### config.mk
export PLATFORM = sky130hd
export DESIGN_NAME = queue_port_ctrl
export DESIGN_NICKNAME = d
export VERILOG_FILES = /design/src/rtl/queue_ctrl_pkg.sv /design/src/rtl/queue_port_ctrl_rr_arb2.sv /design/src/rtl/queue_port_ctrl.sv
export SDC_FILE = /design/constraint.sdc
export NUM_CORES = 1
export LEC_CHECK = 0
export BUFFER_PORTS_ARGS = -buffer_cell sky130_fd_sc_hd__buf_2
export CORE_ASPECT_RATIO = 1.1
export CORE_UTILIZATION = 36
export CTS_CLUSTER_DIAMETER = 120
export DETAILED_ROUTE_END_ITERATION = 10
export GPL_TIMING_DRIVEN = 0
export PLACE_DENSITY = 0.65
export SETUP_SLACK_MARGIN = 0.15
export SLEW_MARGIN = 25
export SYNTH_ARGS = -nofsm -noshare
export SYNTH_HDL_FRONTEND = slang
export SYNTH_SLANG_ARGS = --single-unit
export TNS_END_PERCENT = 20
### constraint.sdc
create_clock -name clk -period 6.6 [get_ports clk]
set_clock_uncertainty 0.15 [all_clocks]
set_input_delay 0.66 -clock clk [delete_from_list [all_inputs] [get_ports clk]]
set_output_delay 0.66 -clock clk [all_outputs]
set_load 0.01 [all_outputs]
### src/rtl/queue_ctrl_pkg.sv
// Shared types for the A* open-list queue controller: FSM state encoding
// and the requester identifiers used by the round-robin arbiter.
package queue_ctrl_pkg;

  typedef enum logic [1:0] {
    IDLE    = 2'd0,
    RD_WAIT = 2'd1,
    HOLD    = 2'd2
  } qc_state_t;

  localparam logic REQ_PUSH = 1'b0;
  localparam logic REQ_POP  = 1'b1;

endpackage

### src/rtl/queue_port_ctrl_rr_arb2.sv
// Two-requester round-robin arbiter (push vs pop) with the rr_last flop.
// push_win reports whether a push would be taken this cycle, independent of push_valid.
module rr_arb2
  import queue_ctrl_pkg::*;
(
  input  logic clk,
  input  logic rst,
  input  logic en,
  input  logic push_avail,
  input  logic push_valid,
  input  logic pop_cand,
  output logic push_win,
  output logic gnt_push,
  output logic gnt_pop
);

  logic rr_last_q, rr_last_d;

  always_comb begin
    push_win  = 1'b0;
    gnt_push  = 1'b0;
    gnt_pop   = 1'b0;
    rr_last_d = rr_last_q;
    if (en) begin
      // On a tie the requester that was not served last takes the slot.
      push_win = push_avail && (!pop_cand || (rr_last_q == REQ_POP));
      if (push_win && push_valid) begin
        gnt_push  = 1'b1;
        rr_last_d = REQ_PUSH;
      end else if (pop_cand) begin
        gnt_pop   = 1'b1;
        rr_last_d = REQ_POP;
      end
    end
  end

  always_ff @(posedge clk or posedge rst) begin
    if (rst) rr_last_q <= REQ_POP;
    else     rr_last_q <= rr_last_d;
  end

endmodule

### src/rtl/queue_port_ctrl.sv
// Circular-FIFO controller sequencing a single-port registered-read memory:
// push handshake, request/response pop interface, one memory access per cycle.
module queue_port_ctrl
  import queue_ctrl_pkg::*;
#(
  parameter int DATA_WIDTH = 8,
  parameter int ADDR_WIDTH = 4
) (
  input  logic                  clk,
  input  logic                  rst,
  input  logic                  flush,
  input  logic                  push_valid,
  input  logic [DATA_WIDTH-1:0] push_data,
  output logic                  push_ready,
  input  logic                  pop_req,
  output logic                  pop_gnt,
  output logic                  pop_valid,
  output logic [DATA_WIDTH-1:0] pop_data,
  input  logic                  pop_ready,
  output logic [ADDR_WIDTH:0]   count,
  output logic                  full,
  output logic                  empty,
  output logic [ADDR_WIDTH-1:0] mem_addr,
  output logic [DATA_WIDTH-1:0] mem_wdata,
  output logic                  mem_we,
  input  logic [DATA_WIDTH-1:0] mem_rdata
);

  localparam int DEPTH = 2 ** ADDR_WIDTH;
  localparam logic [ADDR_WIDTH:0] DEPTH_CNT = (ADDR_WIDTH + 1)'(DEPTH);

  qc_state_t               state_q, state_d;
  logic [ADDR_WIDTH-1:0]   head_q, head_d;
  logic [ADDR_WIDTH-1:0]   tail_q, tail_d;
  logic [ADDR_WIDTH:0]     count_q, count_d;
  logic                    pop_valid_q, pop_valid_d;
  logic [DATA_WIDTH-1:0]   pop_data_q, pop_data_d;

  logic arb_en, pop_cand, push_win, gnt_push, gnt_pop;

  assign full      = (count_q == DEPTH_CNT);
  assign empty     = (count_q == '0);
  assign count     = count_q;
  assign pop_valid = pop_valid_q;
  assign pop_data  = pop_data_q;

  // Flush suppresses every grant in its cycle, so it gates the arbiter.
  assign arb_en   = (state_q == IDLE) && !flush;
  assign pop_cand = pop_req && !empty;

  rr_arb2 u_arb (
    .clk        (clk),
    .rst        (rst),
    .en         (arb_en),
    .push_avail (!full),
    .push_valid (push_valid),
    .pop_cand   (pop_cand),
    .push_win   (push_win),
    .gnt_push   (gnt_push),
    .gnt_pop    (gnt_pop)
  );

  always_comb begin
    state_d     = state_q;
    head_d      = head_q;
    tail_d      = tail_q;
    count_d     = count_q;
    pop_valid_d = pop_valid_q;
    pop_data_d  = pop_data_q;
    mem_we      = 1'b0;
    mem_addr    = head_q;
    mem_wdata   = push_data;
    push_ready  = 1'b0;
    pop_gnt     = 1'b0;

    if (flush) begin
      state_d     = IDLE;
      head_d      = '0;
      tail_d      = '0;
      count_d     = '0;
      pop_valid_d = 1'b0;
    end else begin
      case (state_q)
        IDLE: begin
          push_ready = push_win;
          if (gnt_push) begin
            mem_we   = 1'b1;
            mem_addr = tail_q;
            tail_d   = tail_q + 1'b1;
            count_d  = count_q + 1'b1;
          end else if (gnt_pop) begin
            pop_gnt  = 1'b1;
            head_d   = head_q + 1'b1;
            count_d  = count_q - 1'b1;
            state_d  = RD_WAIT;
          end
        end
        RD_WAIT: begin
          pop_data_d  = mem_rdata;
          pop_valid_d = 1'b1;
          state_d     = HOLD;
        end
        HOLD: begin
          if (pop_ready) begin
            pop_valid_d = 1'b0;
            state_d     = IDLE;
          end
        end
        default: state_d = IDLE;
      endcase
    end
  end

  always_ff @(posedge clk or posedge rst) begin
    if (rst) begin
      state_q     <= IDLE;
      head_q      <= '0;
      tail_q      <= '0;
      count_q     <= '0;
      pop_valid_q <= 1'b0;
      pop_data_q  <= '0;
    end else begin
      state_q     <= state_d;
      head_q      <= head_d;
      tail_q      <= tail_d;
      count_q     <= count_d;
      pop_valid_q <= pop_valid_d;
      pop_data_q  <= pop_data_d;
    end
  end

endmodule

; After elaboration in Yosys (flattened, before gate mapping)
; Index checks and enable logic that the tools add are counted.
[classes]
eq_ne = 7
add_sub_neg = 4
n_bitwise = 1
n_mux = 39
n_reduce_logical = 24
[op_table]
columns = operator, count
row1 = 4-bit 2-to-1 mux, 10
row2 = 5-bit 2-to-1 mux, 4
row3 = 1-bit 2-to-1 mux, 19
row4 = 2-bit AND reduction, 5
row5 = 3-bit inequality test (second input constant), 3
row6 = 4-bit by 1-bit adder with 4-bit output (second input constant), 2
row7 = 2-bit 2-to-1 mux, 4
row8 = 2-bit nonzero test, 4
row9 = 2-bit one-hot mux with 3 select lines, 1
row10 = 3-bit AND reduction, 2
row11 = 3-bit nonzero test, 2
row12 = 5-bit by 1-bit adder with 5-bit output (second input constant), 1
row13 = 5-bit == test (second input constant), 1
row14 = 5-bit zero test, 1
row15 = 5-bit by 1-bit subtractor with 5-bit output (second input constant), 1
row16 = 1-bit logical AND, 4
row17 = 1-bit zero test, 4
row18 = 2-bit by 1-bit == test with 1-bit output (second input constant), 1
row19 = 2-bit == test (second input constant), 1
row20 = 2-bit zero test, 1
row21 = 2-bit inequality test (second input constant), 1
row22 = 1-bit one-hot mux with 2 select lines, 1
row23 = 1-bit logical OR, 1
row24 = 1-bit NOT, 1
[totals]
input_bits = 22
reg_bits = 25
wordCells = 82
output_inout_bits = 31

; Logic depth before layout (Yosys ltp)
; Gate-level depths: netlist of the first run.
[logic_depth]
ltp_word = 13
ltp_mapped = 12
mapped_depth_nobuf = 10

; Hierarchy
; Synthesis of the first run repeated with hierarchy kept, for this count alone.
[unflattened]
cells_unflattened = 139
hier_area_um2 = 1431.4
[modules_own_cells]
columns = module, area_per_inst_um2, cells_each, n_inst
row1 = queue_port_ctrl, 1348.8, 129, 1
row2 = rr_arb2, 82.6, 10, 1

; Least setup slack after synthesis of the first run
; OpenSTA, ideal clock, no wires.
[synth_timing]
kind = reg-to-reg
startpoint = register count_q[1] (netlist: count[1])
endpoint = register count_q[4] (netlist: count[4])
path_slack_ns = 3.797
n_path_buf = 2
required_time_ns = 6.329
path_stages_with_launch = 12
synth_period_minus_slack_ns = 2.803
t_arrival_ns = 2.532
path_cell_list = dfrtp_1 buf_6 or4_4 nand3_2 a21boi_2 buf_6 xnor2_1 ha_1 or3_1 a21oi_1 nor3b_1 o22a_1
[synth_via]
elab_chain_len = 12
[synth_lines]
columns = item, line
row1 = start: declaration, queue_port_ctrl.sv:35  ; logic [ADDR_WIDTH:0] count_q, count_d;
row2 = start signal: assignment, queue_port_ctrl.sv:126  ; count_q <= count_d;
row3 = 5-bit zero test, queue_port_ctrl.sv:42  ; assign empty = (count_q == '0);
row4 = 1-bit zero test, queue_port_ctrl.sv:49  ; assign pop_cand = pop_req && !empty;
row5 = 1-bit logical AND, queue_port_ctrl.sv:49
row6 = 1-bit zero test, queue_port_ctrl_rr_arb2.sv:26  ; push_win = push_avail && (!pop_cand || (rr_last_q == REQ_POP));
row7 = 1-bit logical OR, queue_port_ctrl_rr_arb2.sv:26
row8 = 1-bit logical AND, queue_port_ctrl_rr_arb2.sv:26
row9 = 1-bit logical AND, queue_port_ctrl_rr_arb2.sv:27  ; if (push_win && push_valid) begin
row10 = 1-bit 2-to-1 mux, queue_port_ctrl_rr_arb2.sv:27
row11 = 1-bit 2-to-1 mux, queue_port_ctrl_rr_arb2.sv:24  ; if (en) begin
row12 = 5-bit 2-to-1 mux, queue_port_ctrl.sv:86  ; if (gnt_push) begin
row13 = 5-bit 2-to-1 mux, queue_port_ctrl.sv:83  ; case (state_q)
row14 = 5-bit 2-to-1 mux, queue_port_ctrl.sv:76  ; if (flush) begin
; Several ways; a longest one is shown, not always the timed one. The select of a mux whose other input is x is not followed.
; A chain may end at the register's enable or synchronous reset.

; Final worst setup path of the first run
[layout_timing]
startpoint = register count_q[0] (netlist: count[0])
endpoint = output mem_addr[2]
[layout_via]
elab_chain_len = 12
[layout_lines]
columns = item, line
row1 = 5-bit zero test, queue_port_ctrl.sv:42
row2 = 1-bit zero test, queue_port_ctrl.sv:49
row3 = 1-bit logical AND, queue_port_ctrl.sv:49
row4 = 1-bit zero test, queue_port_ctrl_rr_arb2.sv:26
row5 = 1-bit logical OR, queue_port_ctrl_rr_arb2.sv:26
row6 = 1-bit logical AND *, queue_port_ctrl_rr_arb2.sv:26
row7 = 1-bit logical AND *, queue_port_ctrl_rr_arb2.sv:27
row8 = 1-bit 2-to-1 mux *, queue_port_ctrl_rr_arb2.sv:27
row9 = 1-bit 2-to-1 mux *, queue_port_ctrl_rr_arb2.sv:24
row10 = 4-bit 2-to-1 mux *, queue_port_ctrl.sv:86
row11 = 4-bit 2-to-1 mux *, queue_port_ctrl.sv:83
row12 = 4-bit 2-to-1 mux *, queue_port_ctrl.sv:76
row13 = end: declaration, queue_port_ctrl.sv:23  ; output logic [ADDR_WIDTH-1:0] mem_addr,
; Every way passes the cells marked *; elsewhere a longest branch is shown, timed or not.

==> results of run 1 <==
-- worst max-delay path, cell delays in order, from the launching register on --
cell	delay, ps
dfrtp_1	510
nor4_4	480
nand3_2	210
a21boi_2	200
clkinv_1	250
mux2_2	350
buf_2	140
-- per-layer routing --
layer	wire length [um]	GRT usage, %
met1	1500	20.6
met2	1460	24.5
met3	160	2.94
met4	25	3.70
met5	0	0
-- power breakdown --
part	internal (mW)	leakage (nW)	total, mW	switching (mW)
clock network	0.0428	0.0217	0.0932	0.0505
logic	0.176	0.543	0.373	0.197
registers	0.208	0.321	0.252	0.0441
-- cells in the mapped netlist (all sizes together) --
cell and instances:
mux2 14, a2111oi 2, buf 14, or3b 2
clkinv 1, a41o 1, o21bai 1, or3 1
o211ai 1, or4 1, nor2b 2, o21ai 6
a22o 2, o22a 1, a211oi 1, xnor2 4
clkbuf 1, o21a 2, a21o 1, a221oi 1
dfrtp 24, nand2 7, nand3 4, a211o 1
or4b 1, a31oi 2, nor2 14, nor3b 2
nor4 1, o31a 1, nor3 5, mux2i 2
dfstp 1, ha 4, inv 4, a311oi 1
nand2b 3, o221ai 1, a21oi 6, a21boi 1
-- stage by stage --
stage	utilization (%)	hold slack, ps	setup WS [ps]	power (mW)
finish	46.3	265	3370	0.718
global route	46.3	320	3160	0.779
CTS	46.3	367	3350	0.725
detailed placement	45.1	341	3600	0.629
global placement	45.1	338	3620	0.623
floorplan	-	348	3800	0.520
-- final cells by class --
type / count / area share [%]
clock buffers: 3 / 2.22
clock inverters: 1 / 0.403
plain buffers: 15 / 6.11
repair buffers: 44 / 11.8
inverters: 5 / 1.01
multi-input cells: 99 / 41.3
flip-flops and latches: 25 / 33.6
well taps: 52 / 3.49
-- cells in the final DEF, fill, tap and decap left out, drive strengths merged, types with 3 or more instances in the layout --
cell type,netlist,layout
clkbuf,1,4
nand2,7,7
mux2,14,14
nand2b,3,3
dfrtp,24,24
nand3,4,4
o21ai,6,6
nor2,14,14
inv,4,4
a21oi,6,6
nor3,5,5
xnor2,4,4
ha,4,4
buf,14,58
-- logic make-up after synthesis --
logic type	synth area share (%)
AND/OR/NAND/NOR	16.8
AO/OA/AOI/OAI	16.4
flip-flops	41.0
buffers and inverters	8.67
multiplexers	11.6
XOR/XNOR	2.29
adder cells (fa/ha/maj)	3.27
-- worst max-delay path by stage --
stage / cells past startpoint / to / slack, ps / start
after floorplan: 11 / count[4] / 3800 / count[1]
after global placement: 8 / count[4] / 3620 / count[0]
after detailed placement: 8 / count[4] / 3600 / count[0]
after CTS: 6 / mem_addr[2] / 3350 / count[0]
after global routing: 6 / mem_addr[2] / 3160 / count[0]
final: 6 / mem_addr[2] / 3370 / count[0]
-- sequential cells by signal (all words and copies together), names as in the netlist --
name	flops
u_arb.rr_last_q	1
pop_data	8
head_q	4
state_q	2
count	5
pop_valid	1
tail_q	4
==> impl_results.md, run 1 <==
- Rows: 24
- PortBufs: 44
- Vias in the first global route: 1156
- Seq. cell area: 627 um2
- Post-synth top area cell: dfrtp_1
- Post-CTS Hold Buffers: 0
- Synth Net Count: 170
- Final hold vios: 0
- Cell count after synthesis: 144
- CP Max Fanout: 9
- CTS root buf: clkbuf_8
- First-pass GRT wire length: 5.37 mm
- Final setup vio count: 0
- Yosys cell types: 45
- Via count: 1227
- #FFs+latches synth: 25
- Initial core utilization: 38.0%
- Worst path required time: 5790 ps
- H-Tree Depth: 1
- Static Leak: 0.886 nW
- Setup crit end kind: primary output
- Arrival time worst endpoint: 2420 ps
- DRC: 0
- Initial antenna violation count: 0
- Crit path kind: register to primary output
- Top-area cell type share of the netlist area: 39.3%
- Fill cell count: 407
- R2r endpoint: count[4]
- Reg2Reg Setup Slack: 3590 ps
- Number of buffers created by CTS: 3
- Final nets: 219
- Initial DRC count: 57
- Die X: 64.1 um
- # diodes: 0
- CTS max path bufs: 2
- Max Cap Viol: 0
- Startpoint types: register
- TritonCTS Sinks: 25
- # IOs: 53
- Final Non-Filler Cells: 244
- Peak supply drop: 189 uV
- Avg Inst Size Synth: 10.6 um2
- Core Footprint: 0.00402 mm2
- Outcome: complete, no violations
- TritonCTS clock tree: built
- GRT Util Overall: 15.1%
- Routability cong.: 0.789
- Clock latency at the later pin of the worst-skew pair: 270 ps
- Multi-input gate area: 769 um2
- RSZ-0062 raised after global routing: false
- Syn Std Cell Area: 0.00153 mm2
- DPL Wire Length: 2.33 mm
- DR pass1 iterations: 4
- Final min period: 3230 ps
- Post_cts resized: 0
- Die Span Y: 70.4 um
- Routed Antenna Nets: 0
- Placed Area: 0.00181 mm2
- Fin crit share: 48.9%
- Grt total ovfl: 0
- Worst-path clk slew: 90 ps
- Final Max Slew Viols: 0
- Die area: 0.00451 mm2
- Setup total negative slack: 0 ps
- Largest cells by area after synthesis: dfrtp_1, mux2_2, buf_4
- Final Cell Area: 0.00186 mm2
- Setup Buffers After CTS: 0
- Max Fclk: 310 MHz
- DR vias/cell: 5.03
- Area growth, synth to finish: 21.8%
- Worst slew margin: 57.0%
- Worst-Margin Slew: 642 ps
- Layout cells sized above 1: 47.4%
- HP Class: input port to async pin
- Sequential fraction of the synthesis area: 41.0%
- Power Dens Cells: 386 mW/mm2
- Post-Place Cells: 240
- Yosys warning count: 0
- R2R Path Start: count[0]
- WL/cell: 12.9 um
- WL final: 3.14 mm
- Largest net degree at the start of global routing: 26
- Worst-case reg-to-reg path depth: 8
Note: power is estimated with default switching activity, not from simulation.
==> inputs of run 2 (changes only) <==
--- a/config.mk
+++ b/config.mk
@@ -11,7 +11,7 @@
 export CTS_CLUSTER_DIAMETER = 120
 export DETAILED_ROUTE_END_ITERATION = 10
 export GPL_TIMING_DRIVEN = 0
-export PLACE_DENSITY = 0.65
+export PLACE_DENSITY = 0.67
 export SETUP_SLACK_MARGIN = 0.15
 export SLEW_MARGIN = 25
 export SYNTH_ARGS = -nofsm -noshare
==> constraint.sdc (replaced) <==
create_clock -name clk -period 2.9 [get_ports clk]
set_clock_uncertainty 0.15 [all_clocks]
set_input_delay 0.29 -clock clk [delete_from_list [all_inputs] [get_ports clk]]
set_output_delay 0.29 -clock clk [all_outputs]
set_load 0.01 [all_outputs]
==> impl_results.md, run 2 (synthesis gave the netlist of run 1 again) <==
- Max Fclk: 366 MHz
- Power Dens Cells: 898 mW/mm2
- Gate power share: 56.0%
- Routed Antenna Nets: 0
- Rows: 24
- GRT Util Overall: 15.1%
- HP Class: input port to register
- Max FFs per register: 8
- Grt total ovfl: 0
- Final hold vios: 0
- Fin crit share: 94.3%
- DRC: 0
- Clock power frac: 12.1%
- Peak supply drop: 430 uV
- Commonest non-fill, non-tap cell in the layout: buf_2
- Worst-Margin Slew: 896 ps
- Routability cong.: 0.769
- TritonCTS Sinks: 25
- Die Span Y: 70.4 um
- Final setup vio count: 0
- Largest net degree at the start of global routing: 26
- RSZ-0062 raised after global routing: true
- DR pass1 iterations: 4
- DPL Wire Length: 2.35 mm
- First-pass GRT wire length: 5.35 mm
- Total power: 1.80 mW
- Final Non-Filler Cells: 257
- Final min period: 2730 ps
- Die area: 0.00451 mm2
- Arrival time worst endpoint: 2750 ps
- Core Footprint: 0.00402 mm2
- Area growth, synth to finish: 31.3%
- CTS root buf: clkbuf_8
- DR vias/cell: 5.05
- Internal power: 1.09 mW
- Initial antenna violation count: 0
- Post-Place Cells: 240
- Static Leak: 0.952 nW
- Net Sw Frac: 39.6%
- Worst slew margin: 39.9%
- Worst hold margin: 88.5 ps
- Via count: 1299
- Vias in the first global route: 1205
- Worst-path clk slew: 90 ps
- Max Cap Viol: 0
- Sequential power share: 31.9%
- Final Max Slew Viols: 0
- WL/cell: 13.0 um
- H-Tree Depth: 1
- Hold Path Cell Cnt: 2
- Final nets: 232
- Sw Pwr: 0.713 mW
- Crit path kind: register to register
- # IOs: 53
- CP Max Fanout: 6
- TritonCTS clock tree: built
- Initial DRC count: 42
- Layout cells sized above 1: 53.2%
- PortBufs: 44
- # diodes: 0
- Worst-case reg-to-reg path depth: 11
- Die X: 64.1 um
- Setup crit end kind: register
- CTS max path bufs: 2
- Clock latency at the later pin of the worst-skew pair: 280 ps
- Outcome: complete, no violations
- WL final: 3.34 mm
- Initial core utilization: 38.0%
- Number of buffers created by CTS: 3
- Startpoint types: register
- Commonest cells after routing, fill and taps aside: buf_2, dfrtp_1, buf_4
- Worst path required time: 2920 ps
- Fill cell count: 419
[run 2: worst paths after layout]
kind                               from           to  slack [ps]
max                            count[2]     count[4]         170
min                        mem_rdata[2]  pop_data[2]          90
max reg2reg                    count[2]     count[4]         170
min reg2reg                 pop_data[0]  pop_data[0]         360
max in group asynchronous           rst     count[0]        1680
min in group asynchronous           rst    head_q[1]         470
[run 2: repair_timing]
| action | CTS | global route |
|---|---|---|
| endpoints found under the hold margin | 0 | 24 |
| resized for setup | 3 | 6 |
| setup endpoints to repair | 6 | 1 |
| pin swaps | 5 | 3 |
| buffers inserted | 3 | 9 |
| hold buffers | 0 | 1 |
[run 2: per-stage QoR]
| step | setup WS (ps) | setup TNS (ps) | utilization [%] | instance area, um2 |
|---|---|---|---|---|
| after CTS | 153 | 0 | 47.3 | 1900 |
| after detailed placement | -124 | -124 | 45.4 | 1830 |
| after global routing | 112 | 0 | 49.9 | 2010 |
| after global placement | -75.3 | -75.3 | 45.4 | 1830 |
| final | 166 | 0 | 49.9 | 2010 |
| after floorplan | 158 | 0 | - | 1540 |
[run 2: final cells by class]
type	count	area, um2	share of cell area, %
clock inverters	1	7.51	0.374
multi-input cells	99	806	40.1
plain buffers	15	120	5.98
clock buffers	3	41.3	2.06
repair buffers	57	320	16.0
well taps	52	65.1	3.24
flip-flops and latches	25	628	31.3
inverters	5	20.0	0.997
[run 2: metal layers]
layer | global-route usage (%) | wire, um | vias to the layer above
li1 | - | - | 634
met1 | 20.2 | 1570 | 621
met2 | 25.2 | 1590 | 42
met3 | 2.61 | 159 | 2
met4 | 3.70 | 21 | 0
met5 | 0 | 0 | -
[run 2: power by group through the flow]
stage | Combinational, mW | Sequential, mW | Clock [mW]
final | 1.01 | 0.575 | 0.218
after CTS | 0.904 | 0.574 | 0.224
after detailed placement | 0.871 | 0.577 | 0
after floorplan | 0.593 | 0.609 | 0
after global placement | 0.858 | 0.579 | 0
after global routing | 1.10 | 0.596 | 0.230
[run 2: worst max-delay path, stage by stage (launching register included)]
cell and delay [ps]:
dfrtp_1 400, buf_6 130, or4_4 550, nand3_4 90, a21boi_2 70, buf_6 130
xnor2_1 120, ha_2 200, or3_4 340, a21oi_2 170, nor3b_1 70, o22a_1 210
